## src/rtl/ts_packet_arbiter.sv

```systemverilog
// ts_packet_arbiter: N-channel transport-stream packet multiplexer.
// Grants whole PKT_LEN-byte packets by round-robin, fixed priority or single
// source under a channel mask, with optional null-packet fill and byte pacing.
module ts_packet_arbiter #(
   parameter int N_CH    = 4,
   parameter int CH_W    = 2,
   parameter int PKT_LEN = 188,
   parameter int GAP     = 0
) (
   input  logic                SYS_CLK,
   input  logic                RST,
   input  logic [N_CH-1:0]     GOT_FULL_PACKET,
   input  logic [8*N_CH-1:0]   DATA_IN_BUS,
   output logic [N_CH-1:0]     RD_REQ,
   input  logic [1:0]          MODE,
   input  logic [CH_W-1:0]     SEL,
   input  logic [N_CH-1:0]     CH_MASK,
   input  logic                NULL_EN,
   output logic [7:0]          DATA_OUT,
   output logic                D_VALID_OUT,
   output logic                P_SYNC_OUT,
   output logic [CH_W-1:0]     ACTIVE_CH,
   output logic                NULL_PKT,
   output logic                SYNC_ERR,
   output logic                PKT_DONE
);

   localparam int BW = (PKT_LEN > 1) ? $clog2(PKT_LEN) : 1;
   localparam int GW = (GAP > 0) ? $clog2(GAP + 1) : 1;
   localparam logic [BW-1:0] LAST_IDX = BW'(PKT_LEN - 1);
   localparam logic [GW-1:0] GAP_LD   = GW'(GAP);

   typedef enum logic [1:0] {ST_IDLE, ST_READ, ST_NULL} state_t;

   state_t           state;
   logic [CH_W-1:0]  ch_q;
   logic [CH_W-1:0]  ptr_q;
   logic [BW-1:0]    byte_cnt;
   logic [GW-1:0]    gap_cnt;
   logic             vld_q;
   logic             first_q;
   logic             last_q;
   logic             null_q;
   logic [7:0]       nbyte_q;
   logic [7:0]       hold_q;

   logic [N_CH-1:0]  elig;
   logic             grant_any;
   logic [CH_W-1:0]  grant_ch;
   logic [7:0]       ch_byte;

   function automatic logic [N_CH-1:0] ch_onehot(input logic [CH_W-1:0] c);
      ch_onehot = '0;
      for (int unsigned i = 0; i < N_CH; i++)
         if (c == CH_W'(i)) ch_onehot[i] = 1'b1;
   endfunction

   function automatic logic [7:0] null_byte(input logic [BW-1:0] idx);
      if (idx == BW'(0))      null_byte = 8'h47;
      else if (idx == BW'(1)) null_byte = 8'h1F;
      else if (idx == BW'(3)) null_byte = 8'h10;
      else                    null_byte = 8'hFF;
   endfunction

   // Eligible channels for the current mode; SEL beyond N_CH matches nothing.
   always_comb begin
      elig = '0;
      case (MODE)
         2'd0, 2'd1: elig = GOT_FULL_PACKET & CH_MASK;
         2'd2: begin
            for (int unsigned i = 0; i < N_CH; i++)
               if (SEL == CH_W'(i)) elig[i] = GOT_FULL_PACKET[i] & CH_MASK[i];
         end
         default: elig = '0;
      endcase
   end

   // Grant pick: round-robin searches above ptr first, then wraps to 0..ptr;
   // the other modes take the lowest eligible index.
   always_comb begin
      grant_any = 1'b0;
      grant_ch  = '0;
      if (MODE == 2'd0) begin
         for (int unsigned i = 0; i < N_CH; i++)
            if (!grant_any && elig[i] && (CH_W'(i) > ptr_q)) begin
               grant_any = 1'b1;
               grant_ch  = CH_W'(i);
            end
         for (int unsigned i = 0; i < N_CH; i++)
            if (!grant_any && elig[i] && (CH_W'(i) <= ptr_q)) begin
               grant_any = 1'b1;
               grant_ch  = CH_W'(i);
            end
      end else begin
         for (int unsigned i = 0; i < N_CH; i++)
            if (!grant_any && elig[i]) begin
               grant_any = 1'b1;
               grant_ch  = CH_W'(i);
            end
      end
   end

   // Byte of the active channel as presented by its FIFO.
   always_comb begin
      ch_byte = '0;
      for (int unsigned i = 0; i < N_CH; i++)
         if (ch_q == CH_W'(i)) ch_byte = DATA_IN_BUS[8*i +: 8];
   end

   // FIFO data appears the cycle after RD_REQ, which is the same cycle the
   // byte must be on DATA_OUT, so the byte is steered from the bus while
   // vld_q is set; hold_q keeps the last byte between slots.
   assign DATA_OUT    = vld_q ? (null_q ? nbyte_q : ch_byte) : hold_q;
   assign SYNC_ERR    = vld_q & first_q & ~null_q & (ch_byte != 8'h47);
   assign D_VALID_OUT = vld_q;
   assign P_SYNC_OUT  = first_q;
   assign PKT_DONE    = last_q;
   assign NULL_PKT    = null_q;
   assign ACTIVE_CH   = ch_q;

   // Packet FSM: grant in IDLE, then one byte slot every GAP+1 cycles.
   always_ff @(posedge SYS_CLK) begin
      if (RST) begin
         state    <= ST_IDLE;
         ch_q     <= '0;
         ptr_q    <= CH_W'(N_CH - 1);
         byte_cnt <= '0;
         gap_cnt  <= '0;
         RD_REQ   <= '0;
         vld_q    <= 1'b0;
         first_q  <= 1'b0;
         last_q   <= 1'b0;
         null_q   <= 1'b0;
         nbyte_q  <= '0;
         hold_q   <= '0;
      end else begin
         hold_q  <= DATA_OUT;
         vld_q   <= 1'b0;
         first_q <= 1'b0;
         last_q  <= 1'b0;
         null_q  <= 1'b0;
         case (state)
            ST_IDLE: begin
               byte_cnt <= '0;
               gap_cnt  <= '0;
               RD_REQ   <= '0;
               if (grant_any) begin
                  state  <= ST_READ;
                  ch_q   <= grant_ch;
                  RD_REQ <= ch_onehot(grant_ch);
                  if (MODE == 2'd0) ptr_q <= grant_ch;
               end else if (NULL_EN) begin
                  state <= ST_NULL;
               end
            end
            ST_READ, ST_NULL: begin
               if (gap_cnt == '0) begin
                  vld_q   <= 1'b1;
                  first_q <= (byte_cnt == '0);
                  last_q  <= (byte_cnt == LAST_IDX);
                  null_q  <= (state == ST_NULL);
                  nbyte_q <= null_byte(byte_cnt);
                  if (byte_cnt == LAST_IDX) begin
                     state  <= ST_IDLE;
                     RD_REQ <= '0;
                  end else begin
                     byte_cnt <= byte_cnt + BW'(1);
                     gap_cnt  <= GAP_LD;
                     RD_REQ   <= (GAP == 0 && state == ST_READ) ? ch_onehot(ch_q) : '0;
                  end
               end else begin
                  gap_cnt <= gap_cnt - GW'(1);
                  RD_REQ  <= (gap_cnt == GW'(1) && state == ST_READ) ? ch_onehot(ch_q) : '0;
               end
            end
            default: begin
               state  <= ST_IDLE;
               RD_REQ <= '0;
            end
         endcase
      end
   end

endmodule

```

## config.mk

```make
export PLATFORM = sky130hd
export DESIGN_NAME = ts_packet_arbiter
export DESIGN_NICKNAME = d
export VERILOG_FILES = /design/src/rtl/ts_packet_arbiter.sv
export SDC_FILE = /design/constraint.sdc
export NUM_CORES = 1
export LEC_CHECK = 0
export BUFFER_PORTS_ARGS = -buffer_cell sky130_fd_sc_hd__buf_2
export CAP_MARGIN = 10
export CORE_UTILIZATION = 46
export DETAILED_ROUTE_END_ITERATION = 10
export HOLD_SLACK_MARGIN = 0.02
export PLACE_DENSITY = 0.72
export SYNTH_ARGS = -nofsm -noshare
export SYNTH_HDL_FRONTEND = slang
export SYNTH_SLANG_ARGS = --single-unit
```

## constraint.sdc

```tcl
create_clock -name SYS_CLK -period 1.9 [get_ports SYS_CLK]
set_input_delay 0 -clock SYS_CLK [delete_from_list [all_inputs] [get_ports SYS_CLK]]
set_output_delay 0 -clock SYS_CLK [all_outputs]
set_load 0.02 [all_outputs]
```

**Word-level counts from Yosys, hierarchy flattened**

Cells that the tools add are included.

- Bitwise logic cells: 11
- Order comparisons: 8
- Shift-type cells: 0
- Mux-type cells: 73
- Div/mod/pow operators: 0
- Equal/unequal tests: 21
- $add $sub $neg: 2
- Multipliers: 0
- Reduce and logical (&&, ||, !) cells: 45

Operators by type and width:

| cell | number |
|---|---|
| $mux 8 | 11 |
| $mux 1 | 39 |
| $mux 2 | 13 |
| $mux 4 | 5 |
| $logic_and 1x1->1 | 19 |
| $eq 2x2->1 const B | 8 |
| $pmux 4 s2 | 2 |
| $pmux 8 s2 | 1 |
| $eq 2x1->1 const B | 5 |
| $logic_not 1->1 | 10 |
| $logic_not 2->1 | 5 |
| $reduce_and 3->1 | 3 |
| $add 8x1->8 const B | 1 |
| $eq 8x1->1 const B | 1 |
| $eq 8x2->1 const B | 1 |
| $eq 8x8->1 const B | 1 |
| $logic_not 8->1 | 1 |
| $ne 8x7->1 const B | 1 |
| $and 1x1->1 | 7 |
| $ne 2x2->1 const B | 3 |
| $reduce_or 2->1 | 3 |
| $and 4x4->4 | 1 |
| $gt 1x2->1 const A | 2 |
| $gt 2x2->1 const A | 2 |
| 10 further kinds | 15 |

- Output and inout bits: 19
- Memory bits (read-only): 0
- Input port bits: 47
- Register bits: 39
- Memories: 0
- Bits in latches: 0
- Word-level logic and storage cells: 172
- Bits in writable memories: 0

**Longest topological paths before layout**

Gate-level depths: netlist of the first run.

- Depth in word-level cells: 45
- Gate-level depth with buffers: 8
- Depth with buffers taken out: 6

**Worst setup path after synthesis of the first run**

No wires, ideal clock.

- Kind: register -> output
- Start: register ch_q[0], in the netlist ACTIVE_CH[0]
- End: output SYNC_ERR
- Data required time: 1900 ps
- Arrival time: 2045 ps
- Cell stages (with the launch flop): 5
- Path slack: -145 ps
- Buffers on the path: 1
- Cell sequence: dfxtp_1 -> buf_2 -> mux4_2 -> and4b_1 -> a211oi_1

- Cells in the longest elaborated chain, start to end: 7
- Elaborated cells between the ends (all ways): 10
- Classes of those cells: eq/ne (4); mux (4); bitwise (1); reduce/logical (1)

Ends and longest elaborated chain:

| what | line | text |
|---|---|---|
| start, declared | 36 | `logic [CH_W-1:0] ch_q;` |
| start signal, assigned | 149 | `ch_q <= grant_ch;` |
| $logic_not 2->1 | 107 | `if (ch_q == CH_W'(i)) ch_byte = DATA_IN_BUS[8*i +: 8];` |
| $mux 8 (3 in a row) | 107 |  |
| $mux 8 (*) | 107 |  |
| $ne 8x7->1 (*) | 114 | `assign SYNC_ERR = vld_q & first_q & ~null_q & (ch_byte != 8'h47);` |
| $and 1x1->1 (*) | 114 |  |
| end, declared | 24 | `output logic SYNC_ERR,` |

Mark *: on every way between the ends. The rest lies on a longest branch, timed or not.

**Final worst setup path of the first run**

Same ends and word-level chain as after synthesis.

==> results.toml, run 1 <==
[run_status]
outcome = "finished, final reports clean"

[critical_path]
cp_slowest_cell = "mux4_2"
critPathLaunch = "ACTIVE_CH[0]"
cp_num_cells = 5
arrival_ps = 1900
cpLargestDelayFamily = "multiplexers"
critPathMaxFanout = 10
cp.buffers_inverters = 2
reg2reg_from = "state[1]"
endpoint_kind = "output pin"
start_kind = "flop"
rrSetupSlack_ps = 210
crit_type = "reg2out"
cp.required_ps = 1900
slowest_delay_ps = 550
crit_chain = "buf_12, mux4_2, nor4b_4, a211oi_2, buf_4"
reg2reg_depth = 7

[timing]
tightest_slew_ps = 557.2
final.min_clock_period_ps = 1896
layout_setup_ws_ps = 3.836
skew_ps = 6.272
hold_slack_ps = 53.73
fmaxAchievable_mhz = 527.4
slew_violations = 0
finalCritPeriodShare = 0.9980
timing.final.hold_violations = 0
final-setup-viol-count = 0
slew_headroom = 0.6280
rsz0062_at_grt = "yes"

[final_layout]
layout_common_cells = "64 x buf_2, 33 x dfxtp_1, 24 x nor2_1"
layout_commonest_cell = "buf_2"
drive_above_1_share = 0.3667
antenna_cells = 0
fin_area_um2 = 2643
areaGrowthSynthToFinish_pct = 25.64
fin_nets = 353
fillCellCount = 403

[clocking]
clk_root_buffer_cell = "clkbuf_8"
cts_tree = "yes"
cts.hold.buffers_added = 0
cts_buffer_depth = 2
clk_latency_ps = 290
cts_sinks = 35
clk_pin_slew_worst_paths_ps = 70
cts_made_buffers = 5
h-tree-depth = 2

[place]
gp_congestion = 0.9691
preCtsSetupSlack_ps = 134.6
hpwl_um = 3525
post_dp_cell_area_um2 = 2497
io_buffer_count = 65

[synth]
ys_seq_area_frac = 0.3331
netlist_top_cells_area = "dfxtp_1 33%, mux4_2 8.6%, a21oi_1 4.8%, mux2i_1 4.3%, nor2_1 4.3%"
yosysTopAreaCell = "dfxtp_1"
synth_area_per_cell_um2 = 9.145
synthMuxAreaShare = 0.1338
synth_top_family_by_area = "simple AND/OR/NAND/NOR gates"
netlist_area_um2 = 2103
yosysWarnings = 0
synth_compound_area_frac = 0.1921
synth-adder-area-share = 0.04164
synth_top_area_share = 0.3331
synth_seq_cells = 35
synth_cell_types = 58
synth_edf_count = 0
synth_fp_nets = 284
syn_inst = 230
synth_xor_area_frac = 0.01249
synth_ff_type = "dfxtp_1"
ys_async_sr_fraction = 0
synthSimpleGateAreaFrac = 0.2356

[routing]
vias_per_cell = 5.557
num_vias = 1956
wl_per_cell_um = 13.60
ant_nets = 0
drc = 0
drt_wl_total_um = 4786
drt_pass1_iterations = 5
drt_first_iter_violations = 77

[die]
rows = 24
fp.coreArea_um2 = 4384
dieArea_um2 = 4847
die_h_um = 69.62
start_util = 0.4797
io_pins = 66
dieWidth_um = 69.62

[power]
power_mw = 2.963
peakVddDrop_v = 0.0004384
power.density_nw_per_um2 = 1121
seqPwrFrac = 0.339
clockPowerShare = 0.234
combPwrFrac = 0.427
p_sw_mw = 1.111
p_sw_frac = 0.3751
internal_power_mw = 1.852
p_leak_nw = 1.123

[grt]
grt_pass1_wl_um = 8142
grt_pass1_vias = 1834
antenna_found_initial = 0
grt_max_degree = 32
gr-usage-all-layers = 0.2066
grt-ovfl-total = 0

[flow_run]
max-cap-violations = 0

[hold_path]
hp-class = "in2reg"
worstHoldStart = "NULL_EN"
whs_path_depth = 3
[power by group through the flow]
stage / registers, mW / clock network, mW / logic [mW]
floorplan: 0.994 / 0 / 0.865
global placement: 1.01 / 0 / 1.22
detailed placement: 1.02 / 0 / 1.24
CTS: 1.00 / 0.700 / 1.26
global route: 1.03 / 0.731 / 1.40
finish: 1.00 / 0.693 / 1.27
[repair_timing]
item | 4_1_cts | 5_1_grt
setup buffers | 1 | 0
endpoints found under the hold margin | 0 | 0
gates resized for setup | 5 | 0
endpoints found under the setup margin | 1 | 1
pin swaps | 1 | 0
[path summary, 6_finish.rpt]
kind / to
setup / recovery: SYNC_ERR
hold reg to reg: nbyte_q[6]
hold / removal: state[1]
setup reg to reg: byte_cnt[5]
[cell type report]
cell class | count | area [µm²] | share of cell area
Clock inverter | 2 | 35.03 | 0.01326
Multi-Input combinational cell | 174 | 1315 | 0.4976
Timing Repair Buffer | 74 | 407.9 | 0.1544
Inverter | 9 | 33.78 | 0.01278
Tap cell | 52 | 65.06 | 0.02462
Sequential cell | 35 | 703.2 | 0.2661
Clock buffer | 6 | 82.58 | 0.03125
[worst min-delay path, stage by stage]
cell and delay (ps):
buf_2 110, a21oi_1 130, nor3_1 60
[synth_stat cells (2+ instances only)]
library cell and count:
or2_2 2, a211o_1 2, inv_1 9, mux4_2 8, clkbuf_8 2, a21oi_1 20, nor2b_1 11, clkbuf_1 8
and3b_1 2, ha_1 7, nand2b_1 4, xor2_1 2, dfxtp_1 35, nor3_1 5, o32ai_1 2, and2_1 2
and3_1 2, nor2_1 24, nand3_1 7, nand2_1 13, a211oi_1 8, o21ai_0 4, mux2i_1 9, a41oi_1 3
nand4_1 4, o2bb2ai_1 3
[sequential cells by signal (all words and copies together), names as in the netlist]
register and flops:
ACTIVE_CH 2, hold_q 8, state 2, byte_cnt 8, D_VALID_OUT 1, nbyte_q 5
ptr_q 2, NULL_PKT 1, PKT_DONE 1, RD_REQ 4, P_SYNC_OUT 1
[per-stage QoR]
step | std cells | utilization | setup TNS, ps
final | 352 | 0.6027 | 0
after global routing | 352 | 0.6027 | -81.74
after CTS | 352 | 0.6027 | -11.02
after detailed placement | 343 | 0.5696 | 0
after global placement | 343 | 0.5696 | 0
after floorplan | 230 | - | 0
[logic make-up (layout without fill, tap and decap cells)]
logic type | count (synthesis) | count (layout)
xor+xnor | 3 | 3
compound gates | 56 | 56
fa+ha+maj | 7 | 7
buf+inv | 21 | 91
flops | 35 | 35
simple gates | 90 | 90
mux | 18 | 18
[layer usage]
layer  part of all wire  vias up  wire [µm]  global-route usage
met5                  0        -          0                   0
met4              0.015        0         71             0.07778
met3              0.073        7        351             0.04215
met2               0.47       76       2251              0.3668
met1               0.44      888       2112              0.2443
li1                   -      985          -                   -
Power figures use the tool's default switching activity.
==> inputs of run 2 (changes only) <==
==> config.mk (replaced) <==
export PLATFORM = sky130hd
export DESIGN_NAME = ts_packet_arbiter
export DESIGN_NICKNAME = d
export VERILOG_FILES = /design/src/rtl/ts_packet_arbiter.sv
export SDC_FILE = /design/constraint.sdc
export NUM_CORES = 1
export LEC_CHECK = 0
export CAP_MARGIN = 10
export CORE_UTILIZATION = 54
export DETAILED_ROUTE_END_ITERATION = 10
export DONT_BUFFER_PORTS = 1
export HOLD_SLACK_MARGIN = 0.02
export PLACE_DENSITY = 0.68
export SETUP_SLACK_MARGIN = 0.2
export SYNTH_ARGS = -nofsm -noshare
export SYNTH_HDL_FRONTEND = slang
export SYNTH_SLANG_ARGS = --single-unit
==> run 2 against run 1 <==
Compared with the run above:
- the flow now finishes with violations (setup timing)
- clock-buffer cell count unchanged
- wire length increased by 11%
- first-iteration DRC count increased by 39%
- worst setup slack got worse by 25 ps
- cell count decreased by 15%
- global-route usage increased by 5.6 points
- non-clock buffer count decreased by 48
- register-to-register slack got worse by 70 ps
- critical endpoint unchanged
- largest cell class unchanged
==> results.toml, run 2 (synthesized netlist as in run 1, its figures left out) <==
[final_layout]
antenna_cells = 0
utilization = 0.6818
areaGrowthSynthToFinish_pct = 19.57
seqCellArea_um2 = 708.2
layout_common_cells = "31 x dfxtp_1, 24 x nor2_1, 18 x buf_4"
multiInputGateArea_um2 = 1391
drive_above_1_share = 0.2988
layout_commonest_cell = "dfxtp_1"
fillCellCount = 303
top_regs = "byte_cnt: 8 flops, hold_q: 8 flops, nbyte_q: 5 flops"
fin_nets = 305

[timing]
hold_slack_ps = 125.5
finalCritPeriodShare = 1.011
timing.final.hold_violations = 0
setup-tns-final_ps = -42.67
slew_violations = 0
tightest_slew_ps = 1159
final-setup-viol-count = 2
fmaxAchievable_mhz = 520.4
layout_setup_ws_ps = -21.54
rsz0062_at_grt = "yes"
skew_ps = 2.283
slew_headroom = 0.2274
final.min_clock_period_ps = 1922

[hold_path]
worstHoldStart = "CH_MASK[0]"
hp-class = "in2reg"
holdPathEnd = "state[1]"
whs_path_depth = 3

[grt]
grt_pass1_vias = 1783
grt_max_degree = 32
gr-usage-all-layers = 0.2623
antenna_found_initial = 0
grt-ovfl-total = 0
grt_pass1_wl_um = 8307

[power]
clockPowerShare = 0.176
p_leak_nw = 0.9382
power.density_nw_per_um2 = 1203
peakVddDrop_v = 0.0007028
p_sw_frac = 0.3916
p_sw_mw = 1.184
combPwrFrac = 0.473
seqPwrFrac = 0.351
internal_power_mw = 1.840

[place]
io_buffer_count = 0
hpwl_um = 3873
gp_congestion = 0.8377

[die]
dieWidth_um = 64.41
dieArea_um2 = 4149
rows = 22
start_util = 0.5702
fp.coreArea_um2 = 3689
die_h_um = 64.41
io_pins = 66

[critical_path]
rrSetupSlack_ps = 140
reg2reg_from = "ACTIVE_CH[0]"
start_kind = "flop"
crit_type = "reg2out"
arrival_ps = 1920
cp.required_ps = 1900
reg2reg_depth = 6
critPathMaxFanout = 5
r2r-end = "hold_q[2]"
endpoint_kind = "output pin"

[routing]
wl_per_cell_um = 17.81
drc = 0
num_vias = 1864
drt_first_iter_violations = 107
ant_nets = 0
drt_wl_total_um = 5325
vias_per_cell = 6.234
drt_pass1_iterations = 4

[clocking]
cts_tree = "yes"
h-tree-depth = 2
clk_pin_slew_worst_paths_ps = 70
clk_latency_ps = 280
clk_root_buffer_cell = "clkbuf_8"
cts_sinks = 35
cts_made_buffers = 5
cts_buffer_depth = 2

[flow_run]
max-cap-violations = 0

[run_status]
outcome = "finished, violations left"
violations = "setup timing"
==> run 2: cell count changes in the layout (fill, tap and decap cells not counted), moves of 2 or more <==
cell / previous run / this run
buf_4: 9 / 18
buf_6: 0 / 5
a21oi_2: 0 / 7
dfxtp_1: 33 / 31
a21oi_1: 20 / 13
buf_2: 64 / 0
ha_1: 7 / 5
==> run 2: area by class of cell <==
class / count / area share
well taps: 48 / 0.02388
multi-input cells: 174 / 0.5532
clock buffers: 6 / 0.03284
clock inverters: 1 / 0.001990
repair buffers: 26 / 0.09303
inverters: 9 / 0.01343
flip-flops and latches: 35 / 0.2816
==> run 2: critical path, stage by stage (launching register included) <==
cell and delay, ps:
dfxtp_4 380, buf_6 130, mux4_2 530, and4b_1 210, a211oi_2 200, buf_4 180
==> run 2: stage by stage <==
step / cells / setup slack, ps / cell area [µm²] / power (mW)
after CTS: 297 / 12.17 / 2422 / 2.863
after global routing: 299 / -82.97 / 2515 / 3.206
final: 299 / -21.54 / 2515 / 3.024
after global placement: 282 / 157.9 / 2227 / 2.171
after detailed placement: 282 / 107.8 / 2227 / 2.233
after floorplan: 230 / 212.3 / 2131 / 1.894
==> run 2: routing by layer <==
metal  track usage  vias to the layer above  routed length (µm)
met5             0                        -                   0
met4        0.1194                        0                 163
met3       0.08275                       16                 451
met2        0.4382                       81                2553
met1        0.3052                      876                2157
li1              -                      891                   -
==> run 2: what timing repair did <==
item,CTS,global route
pin swaps,3,3
setup buffers,6,2
endpoints found under the hold margin,34,0
cloned,0,0
hold buffers,2,0
endpoints found under the setup margin,13,20
gates resized for setup,9,18
==> run 2: worst max path at each step <==
stage	start	to
final	ACTIVE_CH[0]	SYNC_ERR
after global routing	ACTIVE_CH[0]	DATA_OUT[2]
after CTS	ACTIVE_CH[0]	DATA_OUT[4]
after detailed placement	ACTIVE_CH[0]	SYNC_ERR
after global placement	ACTIVE_CH[0]	SYNC_ERR
after floorplan	D_VALID_OUT	hold_q[6]
==> run 2: power groups by stage <==
| stage | clock, mW | combinational, mW | sequential (mW) |
|---|---|---|---|
| after floorplan | 0 | 0.898 | 0.996 |
| after global placement | 0 | 1.12 | 1.05 |
| after detailed placement | 0 | 1.16 | 1.07 |
| after CTS | 0.544 | 1.27 | 1.05 |
| after global routing | 0.579 | 1.54 | 1.08 |
| final | 0.532 | 1.43 | 1.06 |
